==> config.mk <==
export PLATFORM = sky130hd
export DESIGN_NAME = ifu_fetch_buf
export DESIGN_NICKNAME = d
export VERILOG_FILES = /design/src/rtl/ifu_fetch_buf.sv
export SDC_FILE = /design/constraint.sdc
export NUM_CORES = 1
export LEC_CHECK = 0
export BUFFER_PORTS_ARGS = -buffer_cell sky130_fd_sc_hd__buf_2
export CORE_MARGIN = 2
export CORE_UTILIZATION = 30
export CTS_CLUSTER_SIZE = 12
export DETAILED_ROUTE_END_ITERATION = 8
export SLEW_MARGIN = 15
export SYNTH_ARGS = -nofsm -noshare
export SYNTH_HDL_FRONTEND = slang
export SYNTH_SLANG_ARGS = --single-unit
export TNS_END_PERCENT = 30
==> constraint.sdc <==
create_clock -name clk -period 7.2 [get_ports clk]
set_input_delay 0.72 -clock clk [delete_from_list [all_inputs] [get_ports clk]]
set_output_delay 0.72 -clock clk [all_outputs]
set_load 0.01 [all_outputs]
==> src/rtl/ifu_fetch_buf.sv <==
// Instruction fetch buffer: issues in-order ibus reads at pc_i, queues returned words for decode.
// Optional same-cycle response bypass to decode when IFU_FETCH_BUF_BYPASS_EN is defined.
module ifu_fetch_buf #(
    parameter int DEPTH = 2,
    parameter int AW    = 32,
    parameter int DW    = 32
) (
    input  logic          clk,
    input  logic          rst,
    input  logic [AW-1:0] pc_i,
    input  logic          flush_i,
    input  logic          hold_i,
    output logic          pc_stall_o,
    output logic          ibus_req_o,
    output logic [AW-1:0] ibus_addr_o,
    input  logic          ibus_gnt_i,
    input  logic          ibus_rvalid_i,
    input  logic [DW-1:0] ibus_rdata_i,
    output logic          inst_valid_o,
    input  logic          inst_ready_i,
    output logic [DW-1:0] inst_o,
    output logic [AW-1:0] inst_addr_o
);

    localparam int PW  = $clog2(DEPTH);
    // Back-to-back flushes can stack several windows of in-flight responses.
    localparam int DCW = PW + 4;

    localparam logic [PW:0]    CNT_FULL = (PW+1)'(DEPTH);
    localparam logic [PW:0]    ONE_X    = (PW+1)'(1);
    localparam logic [PW-1:0]  ONE_P    = PW'(1);
    localparam logic [DCW-1:0] ONE_D    = DCW'(1);
    localparam logic [DW-1:0]  NOP      = DW'(32'h0000_0013);

    logic [AW-1:0]    ent_addr [DEPTH];
    logic [DW-1:0]    ent_data [DEPTH];
    logic [DEPTH-1:0] ent_filled;

    // Write and fill pointers carry a wrap bit so their difference gives the outstanding count.
    logic [PW:0]      wr_x, fill_x, count, pend;
    logic [PW-1:0]    rd_ptr, wr_idx, fill_idx;
    logic [DCW-1:0]   discard, disc_total;
    logic             alloc, fill_ok, pop, bypass;

    assign wr_idx   = wr_x[PW-1:0];
    assign fill_idx = fill_x[PW-1:0];
    assign pend     = wr_x - fill_x;

    always_comb begin
        ibus_req_o  = !rst && !flush_i && !hold_i && (count < CNT_FULL);
        alloc       = ibus_req_o && ibus_gnt_i;
        pc_stall_o  = !alloc;
        ibus_addr_o = pc_i;
        fill_ok     = ibus_rvalid_i && (discard == '0) && !flush_i && (pend != '0);
        disc_total  = discard + DCW'(pend);
    end

`ifdef IFU_FETCH_BUF_BYPASS_EN
    assign bypass = fill_ok && (fill_idx == rd_ptr);
`else
    assign bypass = 1'b0;
`endif

    always_comb begin
        inst_valid_o = ent_filled[rd_ptr] || bypass;
        inst_o       = NOP;
        inst_addr_o  = '0;
        if (bypass) begin
            inst_o = ibus_rdata_i;
        end else if (ent_filled[rd_ptr]) begin
            inst_o = ent_data[rd_ptr];
        end
        if (inst_valid_o) begin
            inst_addr_o = ent_addr[rd_ptr];
        end
        pop = inst_valid_o && inst_ready_i;
    end

    always_ff @(posedge clk) begin
        if (rst) begin
            wr_x       <= '0;
            fill_x     <= '0;
            rd_ptr     <= '0;
            count      <= '0;
            discard    <= '0;
            ent_filled <= '0;
        end else if (flush_i) begin
            fill_x     <= wr_x;
            rd_ptr     <= wr_idx;
            count      <= '0;
            ent_filled <= '0;
            // A response arriving on the flush edge is the oldest one in flight and is dropped here.
            discard    <= (ibus_rvalid_i && (disc_total != '0)) ? disc_total - ONE_D : disc_total;
        end else begin
            if (alloc) begin
                wr_x               <= wr_x + ONE_X;
                ent_filled[wr_idx] <= 1'b0;
            end
            if (ibus_rvalid_i && (discard != '0)) begin
                discard <= discard - ONE_D;
            end
            if (fill_ok) begin
                fill_x <= fill_x + ONE_X;
                if (!(bypass && inst_ready_i)) begin
                    ent_filled[fill_idx] <= 1'b1;
                end
            end
            if (pop) begin
                rd_ptr             <= rd_ptr + ONE_P;
                ent_filled[rd_ptr] <= 1'b0;
            end
            if (alloc && !pop) begin
                count <= count + ONE_X;
            end else if (pop && !alloc) begin
                count <= count - ONE_X;
            end
        end
    end

    always_ff @(posedge clk) begin
        if (alloc) begin
            ent_addr[wr_idx] <= pc_i;
        end
        if (fill_ok) begin
            ent_data[fill_idx] <= ibus_rdata_i;
        end
    end

endmodule

==> run metrics <==
status finished, final reports clean; yosys warns 0; Synth Flop Type edfxtp_1; Slowest-stage cell, CP fa_1; Initial DRC Count 155; CTS Buf Count 17; WL final 13200 um; Final period util 44.8%; core box area 20200 um2; worst skew pair latency 0.42 ns; setup bufs post-CTS 0; vias in the first global route 4069; vias per std cell 4.46; CTS Hold Buffers Added 0; worst slew pin tran 1.05 ns; worst-case reg-to-reg path depth 11; largest delay contributor family on the critical path adder cells; CP peak stage delay 0.54 ns; RR Endpoint discard[1]; Achievable Freq 0.310 GHz; input/output buffers 169; Post-route DRC 0; Setup crit end kind register; maxcap violations 0; CTS tree yes; GRT Residual Overflow 0; most frequent cell after synthesis edfxtp_1; post-DR wirelength/cell 15.3 um; Layout area overhead 24.4%; nets@finish 657; worst hold slack 0.490 ns; post-synthesis cell count 436; Crit Path Class register to register; fraction of registers with async set/reset 0%; pre-CTS WS 3.99 ns; startpoint types register; via count 3837; crit path cell chain inv_1, ha_1, inv_1, ha_1, fa_1, inv_1, ha_1, and3b_1, o32ai_2, mux2_2, a211oi_1; Final Instance Area 7650 um2; Initial Utilization 30.5%; Hold Crit Class primary input to register; CP arrival 3.57 ns; crit path max fanout 6; fin. max-slew vios 0; #FFs+latches synth 143; DP Cell Count 827; reg-to-reg startpoint wr_x[0]; 1st-pass router iterations 4; final setup fails 0; Syn Nets 516; largest net degree at the start of global routing 65; number of enable flip-flop cells after synthesis 128; # IOs 170; initial antenna violation count 2; Final Critical Period 3.23 ns; synth top area cells edfxtp_1 63%, mux2i_1 11%, dfxtp_1 4.9%; H-Tree Depth 4; power per cell area 260 nW/um2; row count 52; reg-to-reg slack, setup 3.97 ns; Die Y 147 um; clk buf depth 2; final hold vios 0; GRT Overall Usage 12.5%; clock sink total 143; layout cell share with drive strength beyond 1 36.3%; placed inst area 7060 um2; buffers plus inverters on the worst setup path 3; # resized after CTS 0; largest area contributor in the netlist edfxtp_1; clock slew at reported path FFs 0.06 ns; post-synthesis sequential area ratio 67.4%; die width 147 um; critical hold path startpoint ibus_rdata_i[27]; worst vdd ir 0.151 mV; synth cell count leaders 128 x edfxtp_1, 71 x nor2_1, 67 x mux2i_1; Distinct cells, synth 44; Crit path required time 7.54 ns; post-synth top area share 62.5%; first-pass GRT wire length 20900 um; GP Congestion 0.727; cell depth of the worst hold path 1; Max Clock Skew 0.00938 ns; syn avg cell area 14.1 um2; setup TNS 0 ns; Die ar. 21700 um2; Synth Cell Area 6150 um2; static leakage 2.89 nW; final worst slack 3.97 ns; hold path endpoint ent_data[1][27]; final antenna-violating net count 0; RSZ-0062 raised after global routing no; post-detail-place hpwl 8730 um; CTS root buffer clkbuf_16; Final Non-Filler Cells 861; Slew headroom 30.0%
## flip-flops by register name (all words and copies together), names as in the netlist, named ones only
| name | count |
|---|---|
| fill_x | 2 |
| wr_x | 2 |
| ent_filled | 2 |
| count | 2 |
| discard | 5 |
| ent_addr | 64 |
| ent_data | 64 |
| rd_ptr | 1 |
## cell type report
cell class | instances | area [um2]
fill | 1955 | 12500
sequential | 143 | 4150
multi-input combinational | 229 | 1660
timing repair buffer | 173 | 896
clock buffer | 17 | 425
tap | 270 | 338
clock inverter | 15 | 133
inverter | 13 | 48.8
antenna | 1 | 2.50
## worst reg2reg max path, stage by stage (launching register included)
cell and delay, ns:
dfxtp_1 0.37, inv_1 0.09, ha_1 0.34, inv_1 0.06, ha_1 0.22, fa_1 0.54, inv_1 0.09, ha_1 0.27
and3b_1 0.21, o32ai_2 0.38, mux2_2 0.38, a211oi_1 0.21
## cell usage in the layout, fill, tap and decap left out, types with 3 or more instances in the layout
master      count
ha_1            8
xor2_1          4
buf_2         169
mux2i_1        66
nand3_1         4
nor3_1          8
dfxtp_1        14
buf_4           3
nor4_1          3
nand2_1        12
clkinvlp_4      3
a211oi_1        4
a21oi_1         8
nand2b_1        3
clkinv_4        4
xnor2_1         5
edfxtp_1      128
clkbuf_16      17
inv_1          13
inv_6           3
nor2_1         71
## through the flow
| step | total power, mW | util, % |
|---|---|---|
| 2_1_floorplan | 1.13 | - |
| 3_3_place_gp | 1.18 | 35.0 |
| 3_5_place_dp | 1.19 | 35.0 |
| 4_1_cts | 2.02 | 37.8 |
| 5_1_grt | 2.09 | 37.9 |
| 6_report | 1.99 | 37.9 |
## worst max path at each step
| stage | startpoint | slack (ns) | depth (start not counted) | endpoint |
|---|---|---|---|---|
| after detailed placement | wr_x[0] | 3.99 | 11 | discard[1] |
| after floorplan | ibus_rvalid_i | 3.79 | 3 | ent_data[0][0] |
| after global placement | wr_x[0] | 4.10 | 11 | discard[1] |
| final | wr_x[0] | 3.97 | 11 | discard[1] |
| after global routing | wr_x[0] | 3.73 | 11 | discard[1] |
| after CTS | wr_x[0] | 3.97 | 11 | discard[1] |
## cell families (layout without fill, tap and decap cells)
kind of cell	count (synthesis)	count (layout)	synth area share (%)
other	0	1	0
AOI/OAI and AO/OA	24	24	3.13
DFF	143	143	67.4
adders and majority gates	9	9	1.95
and+or+nand+nor	117	117	8.59
muxes	69	69	11.3
buffers and inverters	64	218	5.98
xor gates and xnor gates	10	10	1.65
## power breakdown
part / switching [mW] / leakage [nW] / total [mW] / internal, mW
sequential: 0.0260 / 1.28 / 0.955 / 0.929
combinational: 0.121 / 1.35 / 0.221 / 0.0998
clock: 0.363 / 0.267 / 0.814 / 0.451
total: 0.510 / 2.89 / 1.99 / 1.48
## routing by layer
metal,track usage [%],share of wire [%],vias to the layer above
met5,0,0.083,-
met3,3.57,4.8,15
li1,-,-,1840
met1,14.5,42,1879
met4,5.24,1.2,2
met2,21.6,52,101
Note: power is estimated with default switching activity, not from simulation.
